--- src/rtl/fsm_button_tx.sv ---
// Push-button debouncer that toggles a registered on/off command on each confirmed press.
// Define FSM_BUTTON_TX_AUTO_OFF_EN to add a 16-bit auto-off timer that clears IN_cmd after TIMEOUT_CYCLES.
module fsm_button_tx #(
  parameter int DEBOUNCE_CYCLES = 4,
  parameter int TIMEOUT_CYCLES  = 1000
) (
  input  logic       Clk,
  input  logic       Reset_n,
  input  logic       Btn,
  output logic       IN_cmd,
  output logic       Press,
  output logic       Timeout,
  output logic [1:0] Estado_Salida
);

  localparam logic [1:0] ESPERA     = 2'b00;
  localparam logic [1:0] FILTRO_ON  = 2'b01;
  localparam logic [1:0] PRESIONADO = 2'b10;
  localparam logic [1:0] FILTRO_OFF = 2'b11;

  localparam logic [7:0] CNT_LAST = 8'(DEBOUNCE_CYCLES - 1);

  if (DEBOUNCE_CYCLES < 1 || DEBOUNCE_CYCLES > 255) begin : g_bad_debounce
    $error("fsm_button_tx: DEBOUNCE_CYCLES out of range 1..255");
  end
  if (TIMEOUT_CYCLES < 2 || TIMEOUT_CYCLES > 65535) begin : g_bad_timeout
    $error("fsm_button_tx: TIMEOUT_CYCLES out of range 2..65535");
  end

  logic       sync1_r;
  logic       btn_s;
  logic [1:0] state_r;
  logic [1:0] state_nxt_s;
  logic [7:0] cnt_r;
  logic [7:0] cnt_nxt_s;
  logic       toggle_s;
  logic       expire_s;
  logic       in_cmd_r;
  logic       press_r;
  logic       timeout_r;

  // Two-flop synchronizer for the raw button level
  always_ff @(posedge Clk) begin
    if (!Reset_n) begin
      sync1_r <= 1'b0;
      btn_s   <= 1'b0;
    end else begin
      sync1_r <= Btn;
      btn_s   <= sync1_r;
    end
  end

  // Debounce next-state logic; toggle_s marks the single confirmed-press cycle
  always_comb begin
    state_nxt_s = state_r;
    cnt_nxt_s   = cnt_r;
    toggle_s    = 1'b0;
    case (state_r)
      ESPERA: begin
        if (btn_s) begin
          state_nxt_s = FILTRO_ON;
          cnt_nxt_s   = 8'd0;
        end else begin
          state_nxt_s = ESPERA;
        end
      end
      FILTRO_ON: begin
        if (!btn_s) begin
          state_nxt_s = ESPERA;
        end else if (cnt_r == CNT_LAST) begin
          state_nxt_s = PRESIONADO;
          toggle_s    = 1'b1;
        end else begin
          cnt_nxt_s = cnt_r + 8'd1;
        end
      end
      PRESIONADO: begin
        if (!btn_s) begin
          state_nxt_s = FILTRO_OFF;
          cnt_nxt_s   = 8'd0;
        end else begin
          state_nxt_s = PRESIONADO;
        end
      end
      FILTRO_OFF: begin
        if (btn_s) begin
          state_nxt_s = PRESIONADO;
        end else if (cnt_r == CNT_LAST) begin
          state_nxt_s = ESPERA;
        end else begin
          cnt_nxt_s = cnt_r + 8'd1;
        end
      end
      default: begin
        state_nxt_s = ESPERA;
        cnt_nxt_s   = 8'd0;
      end
    endcase
  end

  // Debounce state and counter registers
  always_ff @(posedge Clk) begin
    if (!Reset_n) begin
      state_r <= ESPERA;
      cnt_r   <= 8'd0;
    end else begin
      state_r <= state_nxt_s;
      cnt_r   <= cnt_nxt_s;
    end
  end

`ifdef FSM_BUTTON_TX_AUTO_OFF_EN
  localparam logic [15:0] TIMER_LAST = 16'(TIMEOUT_CYCLES - 1);

  logic [15:0] timer_r;

  // A press confirmed in the expiry cycle wins, so the command is cleared only once
  assign expire_s = in_cmd_r && !toggle_s && (timer_r == TIMER_LAST);

  // On-time counter, running only while the command is asserted
  always_ff @(posedge Clk) begin
    if (!Reset_n) begin
      timer_r <= 16'd0;
    end else if (!in_cmd_r || toggle_s || expire_s) begin
      timer_r <= 16'd0;
    end else begin
      timer_r <= timer_r + 16'd1;
    end
  end
`else
  assign expire_s = 1'b0;
`endif

  // Registered command level and event pulses
  always_ff @(posedge Clk) begin
    if (!Reset_n) begin
      in_cmd_r  <= 1'b0;
      press_r   <= 1'b0;
      timeout_r <= 1'b0;
    end else begin
      if (toggle_s) begin
        in_cmd_r <= ~in_cmd_r;
      end else if (expire_s) begin
        in_cmd_r <= 1'b0;
      end else begin
        in_cmd_r <= in_cmd_r;
      end
      press_r   <= toggle_s;
      timeout_r <= expire_s;
    end
  end

  assign IN_cmd        = in_cmd_r;
  assign Press         = press_r;
  assign Timeout       = timeout_r;
  assign Estado_Salida = state_r;

endmodule

--- config.mk ---
export PLATFORM = sky130hd
export DESIGN_NAME = fsm_button_tx
export DESIGN_NICKNAME = d
export VERILOG_FILES = /design/src/rtl/fsm_button_tx.sv
export SDC_FILE = /design/constraint.sdc
export NUM_CORES = 1
export LEC_CHECK = 0
export ABC_CLOCK_PERIOD_IN_PS = 1350
export CAP_MARGIN = 20
export CORE_MARGIN = 8
export CORE_UTILIZATION = 40
export DETAILED_ROUTE_END_ITERATION = 8
export HOLD_SLACK_MARGIN = 0.08
export RECOVER_POWER = 50
export REMOVE_ABC_BUFFERS = 1
export SYNTH_ARGS = -nofsm -noshare
export SYNTH_HDL_FRONTEND = slang
export SYNTH_SLANG_ARGS = --single-unit
--- constraint.sdc ---
create_clock -name Clk -period 1.35 [get_ports Clk]
set_input_delay 0.3375 -clock Clk [delete_from_list [all_inputs] [get_ports Clk]]
set_output_delay 0.3375 -clock Clk [all_outputs]
set_load 0.01 [all_outputs]
**Word-level counts from Yosys, hierarchy flattened**

Index checks and enable logic that the tools add are counted.
Widths: inputs -> output; s select.

- Register bits: 14
- Bits in latches: 0
- Bits in writable memories: 0
- Memory bits (read-only): 0
- Input bits: 3
- Output and inout bits: 5
- Logic and storage cells: 37
- Memories: 0

- $add $sub $neg: 1
- $mul: 0
- Divide/modulo/power cells: 0
- $lt $le $gt $ge: 0
- Eq/ne operators: 10
- Shift operators: 0
- Multiplexer cells: 16
- Bitwise gates (word level): 1
- Reduce and logical (&&, ||, !) cells: 3

Operators by type and width:

| cell | number |
|---|---|
| $mux 8 | 5 |
| $pmux 8 s4 | 1 |
| $add 8x1->8 const B | 1 |
| $eq 8x2->1 const B | 1 |
| $mux 2 | 4 |
| $ne 2x2->1 const B | 4 |
| $pmux 2 s4 | 1 |
| $ne 3x3->1 const B | 2 |
| $mux 1 | 5 |
| $eq 2x2->1 const B | 2 |
| $reduce_and 4->1 | 1 |
| $eq 2x1->1 const B | 1 |
| $logic_not 2->1 | 1 |
| $reduce_and 2->1 | 1 |
| $not 1->1 | 1 |

**Logic depth before layout (Yosys ltp)**

Gate-level depths: netlist of the first run.

- Depth after elaboration: 4
- Gate-level depth with buffers: 5
- Gate-level depth less buffers: 5

**Worst setup path after synthesis of the first run**

OpenSTA, ideal clock, no wires.

- Kind: flip-flop to flip-flop
- Start point: register with a tool-made name
- End point: register cnt_r[5]
- Library setup time: 0.129 ns
- Arrival time: 1.374 ns
- Required time: 1.221 ns
- Slack: -0.154 ns
- Cell stages (with the launch flop): 5
- Path buffers: 0
- Period minus slack after synthesis: 1.504 ns
- Path through: dfxtp_1 xnor2_1 or4b_1 xor2_1 nor2_1

RTL lines:

| element | RTL line | text |
|---|---|---|
| end signal, assigned | 108 | `cnt_r <= cnt_nxt_s;` |
| end, declared | 34 | `logic [7:0] cnt_r;` |

==> key figures, run 1 <==
Power and ir drop
  – PD cells: around 730 mW/mm^2
  – Total power: 0.704 mW
  – Lkg Pwr: between 0.3 and 0.4 nW
  – Worst VDD drop: approximately 0.44 mV

STA
  – Final Cycle Share: 1.02
  – RSZ-0062 raised after global routing: true
  – Setup slack after layout: -0.0251 ns
  – F_max: between 700 and 800 MHz
  – Clk_skew: slightly below 0.004 ns
  – Setup_tns: -0.0251 ns
  – Tmin final: around 1.4 ns
  – Setup-failing EPs final: 1
  – Fin. max-slew vios: 0
  – Final Hold Fails: 0

CTS
  – CTS tree: done
  – Worst skew pair latency: 0.28 ns
  – CTS Root Cell: clkbuf_4
  – Clock Tree Buf Depth: 2
  – Num CTS Buffers: 3
  – Clock Sinks: 14
  – Clock slew seen by the registers of the worst setup and hold paths: ~0.080 ns
  – CTS H-tree lvls: 1

Yosys
  – Post-Synthesis Cells: 76
  – Count of cell types in the netlist: 29
  – Asr flop ratio synth: 0
  – Seq cells post-synth: 14
  – Post-synthesis sequential area ratio: 0.419
  – Yosys Warn Count: 0
  – Post-Synth XOR/XNOR Area: 0.0918
  – Compound-Gate Fraction of Synth Area: 0.107
  – Post-Synth Adder-Cell Area: 0.0187
  – Top_reg_cell synth: dfxtp_1
  – Largest family of logic cells by synthesized area: simple AND/OR/NAND/NOR gates
  – Mux contribution to synthesized area: 0.0150
  – Post-Synth Simple-Gate Area: 0.320
  – Post-Syn Area: 668 sq um
  – Number of synthesized flops with an enable pin: 0
  – Avg Cell Area, Syn: 8.79 sq um

Final layout
  – Fillers: between 100 and 150
  – Commonest non-fill, non-tap cell in the layout: buf_4
  – Ratio of cells with drive above 1 in the final layout: 0.340
  – Final Util: 0.622
  – Layout Nets: about 110
  – # diodes: 0
  – Most frequent cells in the layout: 16 x buf_4, 9 x dfxtp_1, 9 x nand2_1, 5 x nor2_1, 4 x dlygate4sd2_1
  – P&R area growth vs syn: 43.4%

Drt
  – Drt wl/cell: roughly 16 microns
  – # DRC: 0
  – Drt first pass iters: 4
  – Antenna-violating nets left: 0
  – Vias: between 600 and 700
  – Post-DR vias/cell: roughly 5.7
  – DRT iter0 DRCs: 20
  – Post-Route WL: approximately 1.8 mm

Critical path
  – CP max FO: 4
  – Crit path arrival time: 1.54 ns
  – FF-to-FF setup slack: -0.03 ns
  – Req. time, crit path: ~1.5 ns
  – Crit end category: flop
  – Startpoint types: flop
  – Worst Path Class, Setup: flop to flop

Floorplan
  – Core Rows: 14
  – Die X: ~57 microns
  – Die extent in y: between 50 and 60 microns
  – Ports: 8
  – Core area: roughly 0.0015 sq mm
  – Die area: 0.00323 sq mm
  – Initial Util: 0.433

Placed design
  – Dpl hpwl: 1.20 mm
  – IO Port Bufs: 6
  – Pre-CTS setup slack: -0.125 ns
  – GPL Wtd Cong: around 0.81

Global routing
  – Antenna violations before repair: 0
  – Pin count of the biggest net entering global routing: 9
  – Vias in the first global route: ~600
  – First-pass GRT wire length: 2.75 mm
  – Gr usage total: 0.104
  – Total gr overflow: 0

Worst hold path
  – Worst hold path type: flop to flop

Run status
  – Status: complete, but fails checks
  – Failing checks: setup timing

Flow run
  – Max-Cap Viols: 0
[state kept, by name, summed over array words and instances, names as in the netlist, named ones only]
signal and flops:
Estado_Salida 1, IN_cmd 1, Press 1, btn_s 1, cnt_r 8, sync1_r 1
[where the power goes]
| group | internal (mW) | switching, mW |
|---|---|---|
| clock network | 0.103 | 0.134 |
| registers | 0.413 | 0.00284 |
| logic | 0.0247 | 0.0256 |
[synth_stat cells, types with 2 or more instances]
library cell / n / area [sq um]
nor3_1: 2 / 10.0
and2_1: 3 / 18.8
xnor2_1: 4 / 35.0
nand4_1: 3 / 18.8
nor2_1: 5 / 18.8
and3_1: 2 / 12.5
nor4_1: 2 / 12.5
a21boi_0: 2 / 15.0
nor2b_1: 3 / 18.8
o21ai_0: 5 / 25.0
xor2_1: 3 / 26.3
nand2_1: 9 / 33.8
dfxtp_1: 14 / 280
nand3_1: 4 / 20.0
[layout make-up]
class	count	area (sq um)	share of cell area
sequential	14	292	0.304
tap	16	20.0	0.0209
timing repair buffer	23	179	0.187
clock buffer	3	22.5	0.0235
multi-input combinational	59	442	0.461
inverter	1	3.75	0.00392
[critical path: stages, from the launching register on]
cell and delay (ns):
dfxtp_4 0.38, xnor2_4 0.16, or4b_4 0.52, xor2_1 0.14, nor2_1 0.06
[metal layers]
metal / wire length [microns] / GRT usage
met1: 837 / 0.126
met2: 830 / 0.168
met3: 98 / 0.0292
met4: 38 / 0.0403
met5: 0 / 0
[through the flow]
stage / area, sq um / std cells / hold slack, ns
2_1_floorplan: 657 / 74 / 0.412
3_3_place_gp: 850 / 111 / 0.416
3_5_place_dp: 850 / 111 / 0.426
4_1_cts: 908 / 115 / 0.446
5_1_grt: 958 / 116 / 0.476
6_report: 958 / 116 / 0.442
[timing repair]
item                                    4_1_cts  5_1_grt
setup buffers                                 1        1
endpoints found under the setup margin       15       11
gates resized for setup                      12       14
pin swaps                                     2        3
hold buffers                                  0        0
endpoints found under the hold margin         0        0
[final timing paths]
path | start | endpoint | cells past startpoint
max | flop | cnt_r[5] | 4
min reg2reg | sync1_r | btn_s | 1
max reg2reg | flop | cnt_r[5] | 4
min | sync1_r | btn_s | 1
[logic make-up after synthesis]
group | after synthesis
AND/OR/NAND/NOR | 38
flip-flops | 14
AO/OA/AOI/OAI | 11
XOR/XNOR | 7
buffers and inverters | 3
adder cells (fa/ha/maj) | 1
other | 1
multiplexers | 1
(Power assumes the default switching activity.)
==> run 2, diff against run 1 <==
- CTS_CLUSTER_SIZE: not set -> 28
- RECOVER_POWER: 50 -> 25
==> run 2 against run 1 <==
  * The run still ends with setup timing left
  * Core utilization is 0.41 points higher
  * Via count decreased by 0.61%
  * Global-route usage unchanged
  * First-iteration DRC count decreased by 15%
  * Wire length down 1.7%
  * Sequential share of layout area down 0.20 points
  * Non-clock buffer count stayed put
  * Largest power group unchanged
==> key figures, run 2 (synthesis gave the netlist of run 1 again) <==
Global routing
  – Antenna violations before repair: 0
  – Vias in the first global route: approximately 620
  – Gr usage total: 0.104
  – Total gr overflow: 0
  – First-pass GRT wire length: between 2 and 3 mm
  – Pin count of the biggest net entering global routing: 9

Drt
  – Drt first pass iters: 4
  – # DRC: 0
  – Post-Route WL: roughly 1.8 mm
  – Vias: 656
  – DRT iter0 DRCs: 17
  – Antenna-violating nets left: 0
  – Post-DR vias/cell: roughly 5.7
  – Drt wl/cell: around 15 microns

Power and ir drop
  – PD cells: between 700 and 800 mW/mm^2
  – Worst VDD drop: ~0.44 mV
  – Total power: around 0.70 mW
  – Lkg Pwr: about 0.38 nW

STA
  – Worst hold slack: ~0.44 ns
  – Final Hold Fails: 0
  – F_max: ~730 MHz
  – Fin. max-slew vios: 0
  – RSZ-0062 raised after global routing: true
  – Setup_tns: -0.0237 ns
  – Setup-failing EPs final: 1
  – Clk_skew: 0.00356 ns
  – Setup slack after layout: -0.0237 ns
  – Tmin final: between 1 and 1.5 ns
  – Final Cycle Share: 1.02

Final layout
  – Commonest non-fill, non-tap cell in the layout: buf_4
  – Fillers: approximately 130
  – Most frequent cells in the layout: 16 x buf_4, 9 x dfxtp_1, 9 x nand2_1, 5 x nor2_1, 4 x dlygate4sd2_1
  – P&R area growth vs syn: 44.4%
  – Layout Cells excl Fill: 116
  – # diodes: 0
  – Post-route cell area: slightly below 0.001 sq mm
  – Ratio of cells with drive above 1 in the final layout: 0.350
  – Reg with most FFs: cnt_r
  – Layout Nets: approximately 110
  – Max reg flops: 8

Placed design
  – Area after DPL: approximately 850 sq um
  – DP Cell Count: ~110
  – Dpl hpwl: about 1.2 mm
  – IO Port Bufs: 6
  – GPL Wtd Cong: slightly above 0.8

Flow run
  – Max-Cap Viols: 0

Floorplan
  – Initial Util: 0.433
  – Die area: roughly 0.0032 sq mm
  – Die X: 56.9 microns
  – Core area: between 0.0015 and 0.002 sq mm
  – Ports: 8
  – Core Rows: 14
  – Die extent in y: roughly 57 microns

CTS
  – CTS H-tree lvls: 1
  – Cts hold-fix bufs: 0
  – CTS tree: done
  – Num CTS Buffers: 3
  – Clock Tree Buf Depth: 2
  – Worst skew pair latency: approximately 0.28 ns
  – Clock Sinks: 14
  – CTS Root Cell: clkbuf_4
  – Clock slew seen by the registers of the worst setup and hold paths: about 0.080 ns

Run status
  – Status: complete, but fails checks
  – Failing checks: setup timing

Worst hold path
  – Worst hold path type: flop to flop

Critical path
  – Worst Path Class, Setup: flop to flop
  – Startpoint types: flop
  – CP max FO: 4
  – Crit end category: flop
  – Crit path arrival time: between 1.5 and 2 ns
  – Req. time, crit path: approximately 1.5 ns
-- run 2: cell types whose count changed in the layout (fill, tap and decap cells not counted) --
cell / previous run / this run
nor4_1: 1 / 0
nor4_2: 1 / 2
-- run 2: final cells by class --
class / instances / area (sq um) / area share
timing repair buffer: 23 / 179 / 0.185
multi-input combinational: 59 / 448 / 0.464
inverter: 1 / 3.75 / 0.00389
tap: 16 / 20.0 / 0.0208
clock buffer: 3 / 22.5 / 0.0233
sequential: 14 / 292 / 0.302
-- run 2: layer usage --
layer	vias up	global-route usage	routed length [microns]
met5	-	0	0
met4	0	0.0403	37
met3	6	0.0292	98
met2	29	0.168	823
met1	303	0.126	816
li1	318	-	-
-- run 2: metrics by stage --
step                      setup slack, ns   util
after floorplan                    -0.154      -
after global placement            -0.0787  0.551
after detailed placement           -0.125  0.551
after CTS                       -0.000736  0.589
after global routing              -0.0676  0.626
final                             -0.0237  0.626
-- run 2: what timing repair did --
action / in CTS / in global routing
pin swaps: 2 / 3
endpoints found under the setup margin: 15 / 11
gates cloned: 0 / 0
resized for setup: 12 / 14
setup buffers: 1 / 1
-- run 2: power by group --
part | internal [mW] | switching, mW
Clock | 0.104 | 0.135
Sequential | 0.413 | 0.00280
Combinational | 0.0247 | 0.0255
-- run 2: worst paths after layout --
path,startpoint,end,slack [ns],cells after the start
worst min-delay path,sync1_r,btn_s,0.44,1
worst min register to register,sync1_r,btn_s,0.44,1
worst max-delay path,flop,cnt_r[5],-0.02,4
worst max register to register,flop,cnt_r[5],-0.02,4
-- run 2: critical path, stage by stage, from the launching register on --
cell	delay, ns
dfxtp_4	0.38
xnor2_4	0.16
or4b_4	0.52
xor2_1	0.14
nor2_1	0.06
==> run 3, diff against run 2 <==
- ABC_AREA: not set -> 1
- CORE_ASPECT_RATIO: not set -> 0.7
- CTS_CLUSTER_DIAMETER: not set -> 80
==> run 3 against run 2 <==
  * Critical path type is now flop to output port
  * Global-route usage up 0.22 points
  * Core utilization down 12 points
  * Critical endpoint is now Estado_Salida[1]
  * Register-to-register slack better by 0.14 ns
  * The flow now finishes without violations
==> key figures, run 3 <==
STA
  – F_max: 778 MHz
  – Clk_skew: about 0.0083 ns
  – Tmin final: about 1.3 ns
  – Setup slack after layout: 0.0648 ns
  – Fin. max-slew vios: 0
  – Final Hold Fails: 0
  – Setup-failing EPs final: 0
  – Final Cycle Share: 0.952

Critical path
  – Reg-to-reg startpoint: cnt_r[1]
  – Crit path arrival time: around 0.95 ns
  – CP delay by family, top: flip-flops
  – Startpoint types: flop
  – Worst R2R Path Depth: 7
  – WP buf/inv: 1
  – FF-to-FF setup slack: 0.12 ns
  – Worst Path Class, Setup: flop to output port
  – Crit path cell chain: dlygate4sd2_1
  – Req. time, crit path: 1.01 ns
  – Crit-path max cell delay: between 0.3 and 0.4 ns
  – Slowest cell on crit path: dfxtp_1
  – Crit end category: output port
  – CP max FO: 4
  – Reg-to-reg endpoint: cnt_r[4]

Final layout
  – Fillers: 182
  – Register area: about 280 sq um
  – Multi-input gate area: approximately 400 sq um
  – P&R area growth vs syn: 21.9%
  – Max reg flops: 8
  – # diodes: 0
  – Post-route cell area: roughly 920 sq um
  – Most frequent cells in the layout: 35 x nand2_1, 18 x inv_1, 12 x dfxtp_1, 10 x nor2_1, 9 x nand3_1
  – Layout Nets: 137
  – Reg with most FFs: cnt_r
  – Layout Cells excl Fill: 153
  – Ratio of cells with drive above 1 in the final layout: 0.183
  – Commonest non-fill, non-tap cell in the layout: nand2_1
  – Final Util: 0.505

Yosys
  – Post-Syn Area: 754 sq um
  – Avg Cell Area, Syn: roughly 6.5 sq um
  – Post-Synthesis Cells: 116
  – Synth area leaders: dfxtp_1 37%, nand2_1 18%, inv_1 9.0%
  – Area share of the largest cell type after synthesis: 0.371
  – Count of cell types in the netlist: 18
  – Post-synthesis sequential area ratio: 0.371
  – Seq cells post-synth: 14
  – Asr flop ratio synth: 0
  – Top-count cell post-synth: nand2_1
  – Number of synthesized flops with an enable pin: 0
  – Leading area contributor after synthesis: dfxtp_1
  – Yosys Warn Count: 0
  – Ranking of synthesized cells by instance count: 36 x nand2_1, 18 x inv_1, 14 x dfxtp_1, 11 x nor2_1, 8 x nand3_1
  – Top_reg_cell synth: dfxtp_1

CTS
  – CTS Root Cell: clkbuf_4
  – CTS H-tree lvls: 1
  – CTS tree: done
  – Clock Tree Buf Depth: 2
  – Clock Sinks: 14
  – Num CTS Buffers: 3
  – Clock slew seen by the registers of the worst setup and hold paths: around 0.09 ns
  – Worst skew pair latency: 0.28 ns

Drt
  – Antenna-violating nets left: 0
  – Drt wl/cell: approximately 11 microns
  – Drt first pass iters: 4
  – DRT iter0 DRCs: 25
  – Post-DR vias/cell: about 4.7
  – Post-Route WL: between 1.5 and 2 mm
  – Vias: 725
  – # DRC: 0

Worst hold path
  – Hold depth: 2
  – Worst hold path type: flop to flop
  – Min-delay src: sync1_r
  – Hold Path Sink: btn_s

Power and ir drop
  – Lkg Pwr: around 0.44 nW
  – Comb power frac: 0.058
  – Internal Dissipation: 0.536 mW
  – PD cells: roughly 760 mW/mm^2
  – Total power: between 0.7 and 0.8 mW
  – Clock network power share: 0.346
  – Worst VDD drop: around 0.50 mV
  – Switch share: 0.236
  – Flop pwr share: 0.596
  – NetSw: ~0.17 mW

Floorplan
  – Initial Util: 0.414
  – Core area: ~0.0018 sq mm
  – Core Rows: 13
  – Ports: 8
  – Die X: between 60 and 70 microns
  – Die area: ~0.0036 sq mm
  – Die extent in y: 52.3 microns

Global routing
  – Pin count of the biggest net entering global routing: 10
  – First-pass GRT wire length: around 2.9 mm
  – Gr usage total: 0.106
  – Vias in the first global route: ~660
  – Antenna violations before repair: 0
  – Total gr overflow: 0

Placed design
  – Area after DPL: 876 sq um
  – Pre-CTS setup slack: about 0.023 ns
  – GPL Wtd Cong: around 0.88
  – Dpl hpwl: ~1.2 mm
  – IO Port Bufs: 6
  – DP Cell Count: ~150

Run status
  – Status: finished clean

Flow run
  – Max-Cap Viols: 0
run 3: cell count changes after synthesis, moves of 4 or more:
cell | before | now
inv_1 | 1 | 18
nand3_1 | 4 | 8
nand2_1 | 9 | 36
inv_2 | 0 | 4
a21oi_1 | 0 | 7
xnor2_1 | 4 | 0
o21ai_0 | 5 | 0
nor2_1 | 5 | 11
run 3: final cells by class:
type                            count  area share
Multi-Input combinational cell     79       0.435
Sequential cell                    14       0.307
Timing Repair Buffer               13       0.113
Inverter                           22      0.0898
Tap cell                           22      0.0299
Clock buffer                        3      0.0245
run 3: worst max-delay path by stage:
| stage | start | to | slack [ns] | cells after the start |
|---|---|---|---|---|
| 6_report | flop | Estado_Salida[1] | 0.06 | 1 |
| 5_1_grt | flop | Estado_Salida[1] | -0.0008 | 1 |
| 4_1_cts | cnt_r[0] | cnt_r[4] | 0.003 | 8 |
| 3_5_place_dp | Reset_n | cnt_r[7] | 0.02 | 5 |
| 3_3_place_gp | Reset_n | cnt_r[5] | 0.04 | 5 |
| 2_1_floorplan | cnt_r[0] | IN_cmd | 0.09 | 9 |
run 3: cell families after synthesis:
kind of cell               synth area share
buffers and inverters                 0.134
and+or+nand+nor                       0.415
other                               0.00497
DFF                                   0.371
xor gates and xnor gates             0.0116
adders and majority gates            0.0166
AOI/OAI and AO/OA                    0.0464
run 3: power groups by stage:
stage                     registers [mW]  clock network, mW  logic (mW)
final                              0.418              0.243      0.0408
after global routing               0.418              0.268      0.0467
after CTS                          0.418              0.254      0.0422
after detailed placement           0.428                  0      0.0426
after global placement             0.427                  0      0.0427
after floorplan                    0.428                  0      0.0202
run 3: worst min-delay path, delay by kind of cell (launching register included):
family,cells,cell delay [ns]
buf+inv,1,0.04
flops,1,0.31
simple gates,1,0.05
run 3: layer usage:
metal | part of all wire | track usage | up-vias
met4 | 0.0072 | 0.0373 | 0
met3 | 0.059 | 0.0534 | 2
met5 | 0 | 0 | -
met2 | 0.41 | 0.149 | 15
li1 | - | - | 389
met1 | 0.52 | 0.136 | 319
run 3: repair_timing:
action	in CTS	in global routing
buffers inserted	0	0
gates resized for setup	4	7
gates cloned	0	1
hold buffers	0	0
setup endpoints to repair	4	11
pin swaps	0	2
run 3: through the flow:
| step | TNS [ns] | hold slack, ns |
|---|---|---|
| finish | 0 | 0.419 |
| global route | -0.000826 | 0.449 |
| CTS | 0 | 0.422 |
| detailed placement | 0 | 0.403 |
| global placement | 0 | 0.398 |
| floorplan | 0 | 0.390 |
